$ cat src/rtl/hamming_pkg.sv
// Shared definitions for the SEC-DED Hamming codec family.
// Provides parity-width and codeword-width helpers, the data-index to
// Hamming-position mapping, and the decode status encoding.
package hamming_pkg;

    typedef enum logic [1:0] {
        ECC_OK  = 2'd0,
        ECC_SEC = 2'd1,
        ECC_DED = 2'd2
    } ecc_status_e;

    // Upper bound on Hamming positions scanned by the helpers (covers DATA_W=64).
    localparam int HAMMING_MAX_POS = 128;

    // Smallest P with 2^P >= data_w + P + 1.
    function automatic int hamming_par_w(input int data_w);
        int p;
        p = 1;
        for (int k = 0; k < 8; k++) begin
            if ((1 << p) < data_w + p + 1) begin
                p = p + 1;
            end
        end
        return p;
    endfunction

    // Full codeword width: data + check bits + overall parity bit.
    function automatic int hamming_code_w(input int data_w);
        return data_w + hamming_par_w(data_w) + 1;
    endfunction

    // True when pos is a check-bit position (a power of two).
    function automatic bit hamming_is_check(input int pos);
        return (pos != 0) && ((pos & (pos - 1)) == 0);
    endfunction

    // Hamming position of data bit idx: the idx-th non-power-of-two position >= 3.
    function automatic int hamming_data_pos(input int idx);
        int pos;
        int cnt;
        pos = 0;
        cnt = 0;
        for (int q = 3; q < HAMMING_MAX_POS; q++) begin
            if (!hamming_is_check(q)) begin
                if (cnt == idx) begin
                    pos = q;
                end
                cnt = cnt + 1;
            end
        end
        return pos;
    endfunction

endpackage

$ cat src/rtl/hamming_syndrome.sv
// Combinational syndrome generator for the SEC-DED Hamming code.
// o_syn is the XOR of the positions of all set bits in i_code[N-1:1];
// o_ovr is the XOR of every codeword bit (overall parity mismatch).
// Shared by the decoder pipeline and the encoder's check-bit generation.
module hamming_syndrome
    import hamming_pkg::*;
#(
    parameter int DATA_W = 8
) (
    input  logic [hamming_code_w(DATA_W)-1:0] i_code,
    output logic [hamming_par_w(DATA_W)-1:0]  o_syn,
    output logic                              o_ovr
);

    localparam int P = hamming_par_w(DATA_W);
    localparam int N = hamming_code_w(DATA_W);

    logic [P-1:0] w_syn;

    // Fold the position index of every set bit into the syndrome.
    always_comb begin
        w_syn = '0;
        for (int i = 1; i < N; i++) begin
            if (i_code[i]) begin
                w_syn = w_syn ^ P'(i);
            end
        end
    end

    assign o_syn = w_syn;
    assign o_ovr = ^i_code;

endmodule

$ cat src/rtl/hamming_secded_dec_pipe.sv
// Pipelined, parametrised SEC-DED Hamming decoder on a valid/ready stream.
// Ranks: p0 captures the accepted codeword, p1 holds codeword + syndrome +
// overall-parity mismatch, p2 holds corrected data and status. All ranks
// advance together on a single global enable, so a word accepted at edge k
// is presented at the output after edge k+2.
// Optional macro HAMMING_ERR_CNT_EN adds saturating SEC/DED counters; when it
// is undefined the counter outputs are tied to zero and cnt_clr is ignored.
module hamming_secded_dec_pipe
    import hamming_pkg::*;
#(
    parameter int DATA_W = 8,
    parameter int CNT_W  = 16
) (
    input  logic                              sys_clk,
    input  logic                              rstn,
    input  logic                              in_valid,
    output logic                              in_ready,
    input  logic [hamming_code_w(DATA_W)-1:0] in_code,
    output logic                              out_valid,
    input  logic                              out_ready,
    output logic [DATA_W-1:0]                 out_data,
    output logic                              out_sec,
    output logic                              out_ded,
    input  logic                              cnt_clr,
    output logic [CNT_W-1:0]                  cnt_sec,
    output logic [CNT_W-1:0]                  cnt_ded
);

    localparam int P = hamming_par_w(DATA_W);
    localparam int N = hamming_code_w(DATA_W);

    // Largest syndrome that still names a real codeword position.
    localparam logic [P-1:0] SYN_MAX = P'(N - 1);
    localparam logic [N-1:0] ONE_N   = N'(1);

    logic              w_adv;

    logic              r_vld_p0;
    logic [N-1:0]      r_code_p0;
    logic [P-1:0]      w_syn_p0;
    logic              w_ovr_p0;

    logic              r_vld_p1;
    logic [N-1:0]      r_code_p1;
    logic [P-1:0]      r_syn_p1;
    logic              r_ovr_p1;
    logic [N-1:0]      w_corr_p1;
    ecc_status_e       w_stat_p1;
    logic [DATA_W-1:0] w_data_p1;

    logic              r_vld_p2;
    logic [DATA_W-1:0] r_data_p2;
    logic              r_sec_p2;
    logic              r_ded_p2;

    // Whole pipe moves when the output slot is empty or being drained.
    assign w_adv    = ~r_vld_p2 | out_ready;
    assign in_ready = w_adv;

    // Valid bits shift as one; an async reset drops every in-flight word.
    always_ff @(posedge sys_clk or negedge rstn) begin
        if (!rstn) begin
            r_vld_p0 <= 1'b0;
            r_vld_p1 <= 1'b0;
            r_vld_p2 <= 1'b0;
        end else if (w_adv) begin
            r_vld_p0 <= in_valid;
            r_vld_p1 <= r_vld_p0;
            r_vld_p2 <= r_vld_p1;
        end
    end

    // ---- p0: capture the accepted codeword ----
    always_ff @(posedge sys_clk) begin
        if (w_adv && in_valid) begin
            r_code_p0 <= in_code;
        end
    end

    hamming_syndrome #(
        .DATA_W (DATA_W)
    ) u_syndrome (
        .i_code (r_code_p0),
        .o_syn  (w_syn_p0),
        .o_ovr  (w_ovr_p0)
    );

    // ---- p1: register codeword, syndrome and overall parity mismatch ----
    always_ff @(posedge sys_clk) begin
        if (w_adv && r_vld_p0) begin
            r_code_p1 <= r_code_p0;
            r_syn_p1  <= w_syn_p0;
            r_ovr_p1  <= w_ovr_p0;
        end
    end

    // Classify the word and flip the faulty position for a single error.
    // Syndrome 0 with parity mismatch flips bit 0 (the overall parity bit).
    always_comb begin
        w_stat_p1 = ECC_OK;
        w_corr_p1 = r_code_p1;
        if (r_ovr_p1) begin
            if (r_syn_p1 > SYN_MAX) begin
                w_stat_p1 = ECC_DED;
            end else begin
                w_stat_p1 = ECC_SEC;
                w_corr_p1 = r_code_p1 ^ (ONE_N << r_syn_p1);
            end
        end else if (r_syn_p1 != '0) begin
            w_stat_p1 = ECC_DED;
        end
    end

    for (genvar g = 0; g < DATA_W; g++) begin : g_extract
        localparam int POS = hamming_data_pos(g);
        assign w_data_p1[g] = w_corr_p1[POS];
    end

    // Check bits and the parity bit are not forwarded after correction.
    logic w_unused_corr;
    assign w_unused_corr = ^w_corr_p1;

    // ---- p2: corrected data and status, held while the consumer stalls ----
    always_ff @(posedge sys_clk or negedge rstn) begin
        if (!rstn) begin
            r_data_p2 <= '0;
            r_sec_p2  <= 1'b0;
            r_ded_p2  <= 1'b0;
        end else if (w_adv && r_vld_p1) begin
            r_data_p2 <= w_data_p1;
            r_sec_p2  <= (w_stat_p1 == ECC_SEC);
            r_ded_p2  <= (w_stat_p1 == ECC_DED);
        end
    end

    assign out_valid = r_vld_p2;
    assign out_data  = r_data_p2;
    assign out_sec   = r_sec_p2;
    assign out_ded   = r_ded_p2;

`ifdef HAMMING_ERR_CNT_EN
    logic             w_fire;
    logic [CNT_W-1:0] r_cnt_sec;
    logic [CNT_W-1:0] r_cnt_ded;

    assign w_fire = r_vld_p2 & out_ready;

    // Saturating error counters; a clear in the same cycle overrides an increment.
    always_ff @(posedge sys_clk or negedge rstn) begin
        if (!rstn) begin
            r_cnt_sec <= '0;
            r_cnt_ded <= '0;
        end else if (cnt_clr) begin
            r_cnt_sec <= '0;
            r_cnt_ded <= '0;
        end else begin
            if (w_fire && r_sec_p2 && !(&r_cnt_sec)) begin
                r_cnt_sec <= r_cnt_sec + CNT_W'(1);
            end
            if (w_fire && r_ded_p2 && !(&r_cnt_ded)) begin
                r_cnt_ded <= r_cnt_ded + CNT_W'(1);
            end
        end
    end

    assign cnt_sec = r_cnt_sec;
    assign cnt_ded = r_cnt_ded;
`else
    logic w_unused_clr;
    assign w_unused_clr = cnt_clr;
    assign cnt_sec      = '0;
    assign cnt_ded      = '0;
`endif

endmodule
$ cat config.mk
export PLATFORM = sky130hd
export DESIGN_NAME = hamming_secded_dec_pipe
export DESIGN_NICKNAME = d
export VERILOG_FILES = /design/src/rtl/hamming_pkg.sv /design/src/rtl/hamming_syndrome.sv /design/src/rtl/hamming_secded_dec_pipe.sv
export SDC_FILE = /design/constraint.sdc
export NUM_CORES = 1
export LEC_CHECK = 0
export CAP_MARGIN = 20
export CORE_MARGIN = 1
export CORE_UTILIZATION = 46
export DETAILED_ROUTE_END_ITERATION = 10
export GPL_TIMING_DRIVEN = 0
export PLACE_DENSITY = 0.82
export SETUP_SLACK_MARGIN = 0.1
export SYNTH_ARGS = -nofsm -noshare
export SYNTH_HDL_FRONTEND = slang
export SYNTH_SLANG_ARGS = --single-unit
export TNS_END_PERCENT = 50
$ cat constraint.sdc
create_clock -name sys_clk -period 1.8 [get_ports sys_clk]
set_input_delay 0.36 -clock sys_clk [delete_from_list [all_inputs] [get_ports sys_clk]]
set_output_delay 0.36 -clock sys_clk [all_outputs]
set_load 0.02 [all_outputs]
==> flow_metrics.py, run 1 <==
metrics = {
    "floorplan": {
        "core-area_um2": 4000,
        "die_w_um": 66.49,
        "initial_utilization": 0.4783,
        "placementRows": 23,
        "die_area_um2": 4421,
        "pin_count": 62,
        "fp.dieH_um": 66.49,
    },
    "clock_tree": {
        "cts_sinks": 39,
        "clock_latency_ps": 290,
        "clock_path_buffers": 2,
        "cts_tree": "done",
        "clkTransAtPathRegs_ps": 70,
        "htreeDepth": 2,
        "cts_hold_buf": 0,
        "clock-root-buffer": "clkbuf_8",
        "cts_made_buffers": 5,
    },
    "critical_path": {
        "critPathLaunch": "out_ready",
        "reg2reg_to": "r_ovr_p1",
        "rr_worst_depth": 3,
        "cp.arrival_ps": 1300,
        "path_class": "input port to primary output",
        "r2r_setup_slack_ps": 150,
        "cp-start-kind": "input port",
        "crit_path_end": "in_ready",
        "crit_required_ps": 1440,
        "crit-reg2reg-launch": "r_code_p0[9]",
        "critPathMaxFanout": 10,
        "cp-end-kind": "primary output",
    },
    "sta": {
        "fin_skew_ps": 4.931,
        "fin_tns_setup_ps": 0,
        "rsz0062_at_grt": "no",
        "worst-slew-pin-transition_ps": 565.2,
        "slew_headroom": 0.6220,
        "fin_crit_sh": 0.9234,
        "finalSetupViolations": 0,
        "finalHoldViolCount": 0,
        "finalCriticalPeriod_ps": 1662,
        "maxSlewViolCount": 0,
        "fmax_ghz": 0.6016,
        "fin_hold_ws_ps": 435.4,
    },
    "power": {
        "power.total_w": 0.003173,
        "ir_worst_vdd_mv": 0.6176,
        "p_sw_frac": 0.3122,
        "p_switching_w": 0.0009905,
        "p_leak_nw": 1.053,
        "p_seq_frac": 0.435,
        "p_comb_frac": 0.348,
        "power.density_nw_per_um2": 1250,
        "clkPwrFrac": 0.217,
        "p_int_w": 0.002182,
    },
    "synthesis": {
        "seq_area_frac_synth": 0.5782,
        "synth_most_common_cell": "buf_4",
        "ys_top_cells_by_area": "edfxtp_1 (41%), dfrtp_1 (17%), buf_4 (13%)",
        "avgSynthCellArea_um2": 12.59,
        "syn-instance-count": 152,
        "synthArstFlopShare": 0.3333,
        "ys_seq_elements": 39,
        "synth_common_cells": "buf_4 (32), edfxtp_1 (26), xnor2_1 (15), dfrtp_1 (13)",
        "syn_area_um2": 1913,
        "synth_edf_count": 26,
        "synth_top_area_cell": "edfxtp_1",
        "synth.top_cell.area_share": 0.4081,
        "synth_warnings": 0,
        "synth.distinct_cells": 30,
        "synth_ff_type": "edfxtp_1",
    },
    "global_routing": {
        "overflow": 0,
        "grt_max_degree": 14,
        "track_usage": 0.1369,
        "grt_pass1_wl_mm": 4.229,
        "first_global_vias": 1000,
        "antenna_found_initial": 0,
    },
    "routing": {
        "wire_per_inst_um": 10.03,
        "route.detailed.drc": 0,
        "viasPerCell": 4.443,
        "wl_mm": 2.718,
        "via_count": 1204,
        "drt_iter0_drc": 27,
        "ant_nets": 0,
        "dr.pass1.iters": 4,
    },
    "final_layout": {
        "antenna_cells": 0,
        "syn_to_final_growth_pct": 32.64,
        "layout-drive-gt1-share": 0.2534,
        "stdcell_area_um2": 2537,
        "fin_nets": 239,
        "utilization": 0.6343,
        "num-fill-cells": 322,
    },
    "worst_hold_path": {
        "hp-class": "input port to async pin",
    },
    "placed_design": {
        "hpwlAfterDp_mm": 2.092,
        "port_buffers": 28,
        "place_congestion": 0.7561,
        "dpl_cell_area_um2": 2374,
    },
    "outcome": {
        "outcome": "finished clean",
    },
    "run": {
        "drv_cap": 0,
    },
}
[critical path, stage by stage]
cell	delay, ps
clkdlybuf4s50_1	390
nand2b_1	150
buf_6	120
buf_6	130
buf_4	150
[how the worst min path moves through the flow]
stage                     cells past startpoint           end  slack (ps)
after detailed placement                      0  r_code_p1[6]         470
after global placement                        0  r_code_p1[6]         460
after floorplan                               0   out_data[0]          60
final                                         1       out_sec         440
after global routing                          1       out_sec         480
after CTS                                     1      r_vld_p0         460
[layout by cell type, fill, tap and decap left out, types with 2 or more instances in the layout]
master | netlist | layout
buf_4 | 32 | 36
conb_1 | 1 | 32
clkdlybuf4s50_1 | 0 | 27
edfxtp_1 | 26 | 26
dfrtp_1 | 13 | 13
xnor2_1 | 15 | 12
a21oi_1 | 8 | 8
a31oi_1 | 8 | 8
o21ai_0 | 8 | 8
nand2b_1 | 5 | 5
or3_1 | 5 | 5
clkbuf_8 | 0 | 5
xnor2_2 | 0 | 3
xor2_1 | 2 | 2
buf_6 | 0 | 2
and2_2 | 0 | 2
xnor3_1 | 2 | 2
inv_1 | 2 | 2
mux2_2 | 2 | 2
o31ai_1 | 2 | 2
or4_1 | 2 | 2
nand3b_1 | 2 | 2
[stage by stage]
step	std cells	setup WS, ps
floorplan	183	0.1995
global placement	261	-635.5
detailed placement	261	-649.8
CTS	268	9.732
global route	271	92.46
finish	271	137.8
[cell families after synthesis]
| group | synth area share |
|---|---|
| other | 0.001960 |
| and+or+nand+nor | 0.07586 |
| buffers and inverters | 0.1387 |
| muxes | 0.01177 |
| DFF | 0.5782 |
| xor gates and xnor gates | 0.1014 |
| AOI/OAI and AO/OA | 0.09222 |
[state kept, by name (all words and copies together), names as in the netlist]
| register | count |
|---|---|
| r_syn_p1 | 4 |
| r_code_p0 | 13 |
| r_vld_p1 | 1 |
| r_code_p1 | 8 |
| r_vld_p0 | 1 |
| out_sec | 1 |
| out_ded | 1 |
| r_ovr_p1 | 1 |
| out_data | 8 |
| out_valid | 1 |
[timing repair]
item	in CTS	in global routing
setup endpoints to repair	28	17
cloned	0	0
buffers inserted	0	3
resized for setup	8	7
[power groups by stage]
| stage | combinational [W] | clock, W | sequential, W |
|---|---|---|---|
| 6_report | 0.00110 | 0.000688 | 0.00138 |
| 5_1_grt | 0.00120 | 0.000751 | 0.00141 |
| 4_1_cts | 0.00107 | 0.000715 | 0.00138 |
| 3_5_place_dp | 0.00106 | 0 | 0.00140 |
| 3_3_place_gp | 0.00104 | 0 | 0.00138 |
| 2_1_floorplan | 0.000557 | 0 | 0.00151 |
[area by class of cell]
type	instances	area (µm²)	share of cell area
flip-flops and latches	39	1106	0.4359
multi-input cells	106	683.2	0.2692
repair buffers	31	300.3	0.1183
plain buffers	36	271.5	0.1070
clock buffers	5	68.82	0.02712
well taps	50	62.56	0.02465
clock inverters	2	37.54	0.01479
inverters	2	7.507	0.002959
[layer usage]
layer / track usage / vias to the layer above / wire length, µm
li1: - / 614 / -
met1: 0.1409 / 545 / 1114
met2: 0.2309 / 40 / 1391
met3: 0.06336 / 5 / 187
met4: 0.07181 / 0 / 25
met5: 0 / - / 0
Note: power is estimated with default switching activity, not from simulation.
==> inputs of run 2 (changes only) <==
- CORE_MARGIN: 1 -> 2
- CORE_UTILIZATION: 46 -> 49
- PLACE_DENSITY: 0.82 -> 0.86
- clock period: 1.8 -> 2.13 ns (I/O delays scaled with it)
==> run 2 against run 1 <==
Effect of this change:
- combinational power fell by 17%
- clock skew fell by 1.1 ps
- sequential cell count did not move
- setup slack improved by 13 ps
- critical path depth did not move
- largest cell class unchanged
- largest power group unchanged
==> flow_metrics.py, run 2 (synthesis gave the netlist of run 1 again) <==
metrics = {
    "clock_tree": {
        "postCtsSetupBuffers": 0,
        "cts_sinks": 39,
        "clock_path_buffers": 2,
        "clkTransAtPathRegs_ps": 70,
        "clock_latency_ps": 280,
        "cts_tree": "done",
        "clock-root-buffer": "clkbuf_8",
        "htreeDepth": 2,
        "cts_made_buffers": 5,
    },
    "floorplan": {
        "pin_count": 62,
        "placementRows": 22,
        "fp.dieH_um": 66.49,
        "die_area_um2": 4420,
        "core-area_um2": 3716,
        "initial_utilization": 0.5148,
        "die_w_um": 66.49,
    },
    "sta": {
        "fmax_ghz": 0.5053,
        "fin_crit_sh": 0.9291,
        "fin_skew_ps": 3.795,
        "worst-slew-pin-transition_ps": 568.0,
        "rsz0062_at_grt": "no",
        "finalSetupViolations": 0,
        "finalCriticalPeriod_ps": 1979,
        "maxSlewViolCount": 0,
        "finalHoldViolCount": 0,
        "slew_headroom": 0.6213,
    },
    "worst_hold_path": {
        "hp-class": "register to register",
    },
    "final_layout": {
        "top_register": "r_code_p0",
        "stdcell_area_um2": 2464,
        "antenna_cells": 0,
        "syn_to_final_growth_pct": 28.78,
        "num-fill-cells": 296,
        "layout-drive-gt1-share": 0.2192,
        "largest_register_ffs": 13,
        "fin_nets": 236,
        "final_cell_mix": "buf_4 (32), conb_1 (32), clkdlybuf4s50_1 (27), edfxtp_1 (26), xnor2_1 (15)",
    },
    "global_routing": {
        "first_global_vias": 1092,
        "antenna_found_initial": 0,
        "grt_pass1_wl_mm": 4.629,
        "grt_max_degree": 14,
        "overflow": 0,
        "track_usage": 0.1464,
    },
    "power": {
        "ir_worst_vdd_mv": 0.6371,
        "power.total_w": 0.002545,
        "power.density_nw_per_um2": 1033,
        "p_leak_nw": 1.010,
    },
    "routing": {
        "via_count": 1195,
        "ant_nets": 0,
        "wl_mm": 2.916,
        "viasPerCell": 4.476,
        "wire_per_inst_um": 10.92,
        "dr.pass1.iters": 4,
        "drt_iter0_drc": 38,
        "route.detailed.drc": 0,
    },
    "critical_path": {
        "cp.arrival_ps": 1550,
        "critPathMaxFanout": 10,
        "path_class": "input port to primary output",
        "cp-start-kind": "input port",
        "crit_required_ps": 1700,
        "cp-end-kind": "primary output",
    },
    "run": {
        "drv_cap": 0,
    },
    "placed_design": {
        "dpl_cell_area_um2": 2370,
        "port_buffers": 28,
        "place_congestion": 0.6886,
        "hpwlAfterDp_mm": 2.342,
    },
    "outcome": {
        "outcome": "finished clean",
    },
}
-- run 2: cell types whose count changed in the layout (fill, tap and decap cells not counted), moves of 2 or more --
cell,previous run,this run
xnor2_2,3,0
and2_2,2,0
xnor2_1,12,15
buf_4,36,32
and2_1,1,3
-- run 2: critical path, stage by stage --
cell	delay (ps)
clkdlybuf4s50_1	440
nand2b_1	90
buf_2	190
buf_6	150
clkdlybuf4s15_2	260
-- run 2: metal layers --
metal / part of all wire / track usage / up-vias
li1: - / - / 608
met2: 0.56 / 0.2775 / 47
met5: 0 / 0 / -
met3: 0.063 / 0.04561 / 3
met4: 0.0072 / 0.06122 / 0
met1: 0.36 / 0.1448 / 537
-- run 2: path summary, 6_finish.rpt --
path / from / endpoint / slack (ps) / cells after the start
worst max-delay path: out_ready / in_ready / 150 / 5
worst min-delay path: r_code_p0[6] / r_code_p1[6] / 480 / 0
worst max register to register: r_code_p0[9] / r_ovr_p1 / 430 / 3
worst min register to register: r_code_p0[6] / r_code_p1[6] / 480 / 0
max in group asynchronous: rstn / out_data[7] / 1260 / 1
min in group asynchronous: rstn / out_data[1] / 500 / 1
-- run 2: per-stage QoR --
step	setup WS [ps]	TNS, ps	std cells	utilization	hold slack, ps
6_report	151.1	0	267	0.6630	482.9
5_1_grt	101.2	0	267	0.6630	525.3
4_1_cts	100.9	0	267	0.6620	489.7
3_5_place_dp	-428.8	-7705	259	0.6377	470.5
3_3_place_gp	-422.2	-7159	259	0.6377	459.0
2_1_floorplan	329.8	0	183	-	130.4
-- run 2: cell type report --
class                   instances  area, µm²  share of cell area
inverters                       2      7.507            0.003047
well taps                      48      60.06             0.02438
plain buffers                  36      265.3              0.1077
flip-flops and latches         39       1106              0.4490
clock buffers                   6      72.57             0.02946
clock inverters                 2      12.51            0.005079
repair buffers                 28      281.5              0.1143
multi-input cells             106      658.1              0.2671
-- run 2: repair_timing --
action,4_1_cts,5_1_grt
gates resized for setup,5,2
hold buffers,0,0
setup endpoints to repair,27,1
pin swaps,0,0
-- run 2: where the power goes --
group	internal [W]	leakage (nW)	switching [W]
combinational	0.000448	0.574	0.000462
sequential	0.00103	0.394	0.000137
clock	0.000228	0.0412	0.000240
total	0.00171	1.01	0.000839
==> inputs of run 3 (changes only) <==
- clock period: 2.13 -> 2.36 ns (I/O delays scaled with it)
==> run 3 against run 2 <==
Effect of this change:
- combinational power shrank 10%
- wire length shrank 0.27%
- sequential cell count unchanged
- register-to-register slack improved by 190 ps
- non-clock buffer count is the same
- first-iteration DRC count rose by 7.9%
- via count grew 0.33%
- total power decreased by 9.9%
- hold slack better by 1.3 ps
- design area down 0.51%
==> flow_metrics.py, run 3 (synthesis gave the netlist of run 1 again) <==
metrics = {
    "outcome": {
        "outcome": "finished clean",
    },
    "sta": {
        "finalSetupViolations": 0,
        "rsz0062_at_grt": "no",
        "slew_headroom": 0.6194,
        "fmax_ghz": 0.4817,
        "fin_hold_ws_ps": 484.2,
        "fin_crit_sh": 0.8797,
        "finalCriticalPeriod_ps": 2076,
        "worst-slew-pin-transition_ps": 570.9,
        "fin_skew_ps": 4.141,
        "finalHoldViolCount": 0,
        "maxSlewViolCount": 0,
    },
    "critical_path": {
        "cp-start-kind": "input port",
        "critPathMaxFanout": 10,
        "path_class": "input port to primary output",
        "critPathMaxStageDelay_ps": 440,
        "crit_required_ps": 1890,
        "crit_path_frequent_cell": "clkbuf_2",
        "crit_path_top_delay_cell": "clkdlybuf4s50_1",
        "path_delay_family": "buffers and inverters",
        "path_cells": "clkdlybuf4s50_1 -> nand2b_1 -> clkbuf_2 -> buf_2 -> clkbuf_2",
        "cp.arrival_ps": 1600,
        "path_buf_inv": 4,
        "cp-end-kind": "primary output",
    },
    "clock_tree": {
        "clock_latency_ps": 280,
        "clock_path_buffers": 2,
        "clkTransAtPathRegs_ps": 70,
        "cts_sinks": 39,
        "cts_made_buffers": 5,
        "htreeDepth": 2,
        "cts_hold_buf": 0,
        "clock-root-buffer": "clkbuf_8",
        "postCtsSetupBuffers": 0,
        "cts_tree": "done",
    },
    "floorplan": {
        "initial_utilization": 0.5148,
        "pin_count": 62,
        "fp.dieH_um": 66.49,
        "die_area_um2": 4420,
        "placementRows": 22,
        "core-area_um2": 3716,
        "die_w_um": 66.49,
    },
    "routing": {
        "dr.pass1.iters": 4,
        "dr.max_layer_used": "met4",
        "drt_iter0_drc": 41,
        "wl_mm": 2.908,
        "ant_nets": 0,
        "met3_length_um": 182,
        "met1Wirelength_mm": 1.048,
        "route.detailed.drc": 0,
        "viasPerCell": 4.491,
        "dr_wl_met2_mm": 1.655,
        "wire_per_inst_um": 10.89,
        "via_count": 1199,
    },
    "global_routing": {
        "grt_pass1_wl_mm": 4.629,
        "overflow": 0,
        "antenna_found_initial": 0,
        "track_usage": 0.1464,
        "first_global_vias": 1092,
        "grt_max_degree": 14,
    },
    "power": {
        "p_leak_nw": 1.006,
        "power.density_nw_per_um2": 935.2,
        "ir_worst_vdd_mv": 0.5764,
    },
    "placed_design": {
        "port_buffers": 28,
        "hpwlAfterDp_mm": 2.342,
        "place_congestion": 0.6886,
        "dpl_cell_area_um2": 2370,
    },
    "final_layout": {
        "antenna_cells": 0,
        "layout-drive-gt1-share": 0.2192,
        "stdcell_area_um2": 2451,
        "largest_register_ffs": 13,
        "top_register": "r_code_p0",
        "fin_nets": 236,
        "syn_to_final_growth_pct": 28.12,
        "final_cell_mix": "buf_4 (32), conb_1 (32), clkdlybuf4s50_1 (27), edfxtp_1 (26), xnor2_1 (15)",
    },
    "worst_hold_path": {
        "hp-class": "register to register",
    },
    "run": {
        "drv_cap": 0,
    },
}
[run 3: final timing paths]
kind,slack (ps),end,depth (start not counted),start
setup / recovery,280,in_ready,5,out_ready
hold / removal,480,r_code_p1[6],0,r_code_p0[6]
setup reg to reg,620,r_code_p0[2],4,out_valid
hold reg to reg,480,r_code_p1[6],0,r_code_p0[6]
max in group asynchronous,1460,out_data[7],1,rstn
min in group asynchronous,540,out_data[1],1,rstn
[run 3: worst reg2reg max path: stages, from the launching register on]
cell	delay, ps
dfrtp_1	380
nand2b_1	70
clkbuf_2	180
buf_2	220
and2_1	520
[run 3: metal layers]
metal | vias to the layer above | GRT usage
met5 | - | 0
met2 | 47 | 0.2775
met4 | 0 | 0.06122
met3 | 3 | 0.04561
met1 | 541 | 0.1448
li1 | 608 | -
[run 3: what timing repair did]
item,CTS,global route
setup endpoints to repair,1,1
resized for setup,2,2
endpoints found under the hold margin,0,0
[run 3: per-stage QoR]
stage	power, W	worst slack (ps)	cells	TNS (ps)	utilization
after floorplan	0.001576	537.9	183	0	-
after global placement	0.001847	-284.2	259	-2237	0.6377
after detailed placement	0.001890	-290.8	259	-2783	0.6377
after CTS	0.002321	122.4	267	0	0.6606
after global routing	0.002434	209.4	267	0	0.6596
final	0.002292	284.0	267	0	0.6596
[run 3: cell type report]
type | instances | area [µm²]
plain buffers | 36 | 259.0
clock buffers | 6 | 72.57
clock inverters | 2 | 12.51
fillers | 298 | 1265
inverters | 2 | 7.507
multi-input cells | 106 | 658.1
flip-flops and latches | 39 | 1106
well taps | 48 | 60.06
repair buffers | 28 | 275.3
[run 3: power by group]
part | internal, W | switching (W)
clock | 0.000206 | 0.000217
sequential | 0.000930 | 0.000123
combinational | 0.000398 | 0.000418
total | 0.00153 | 0.000758
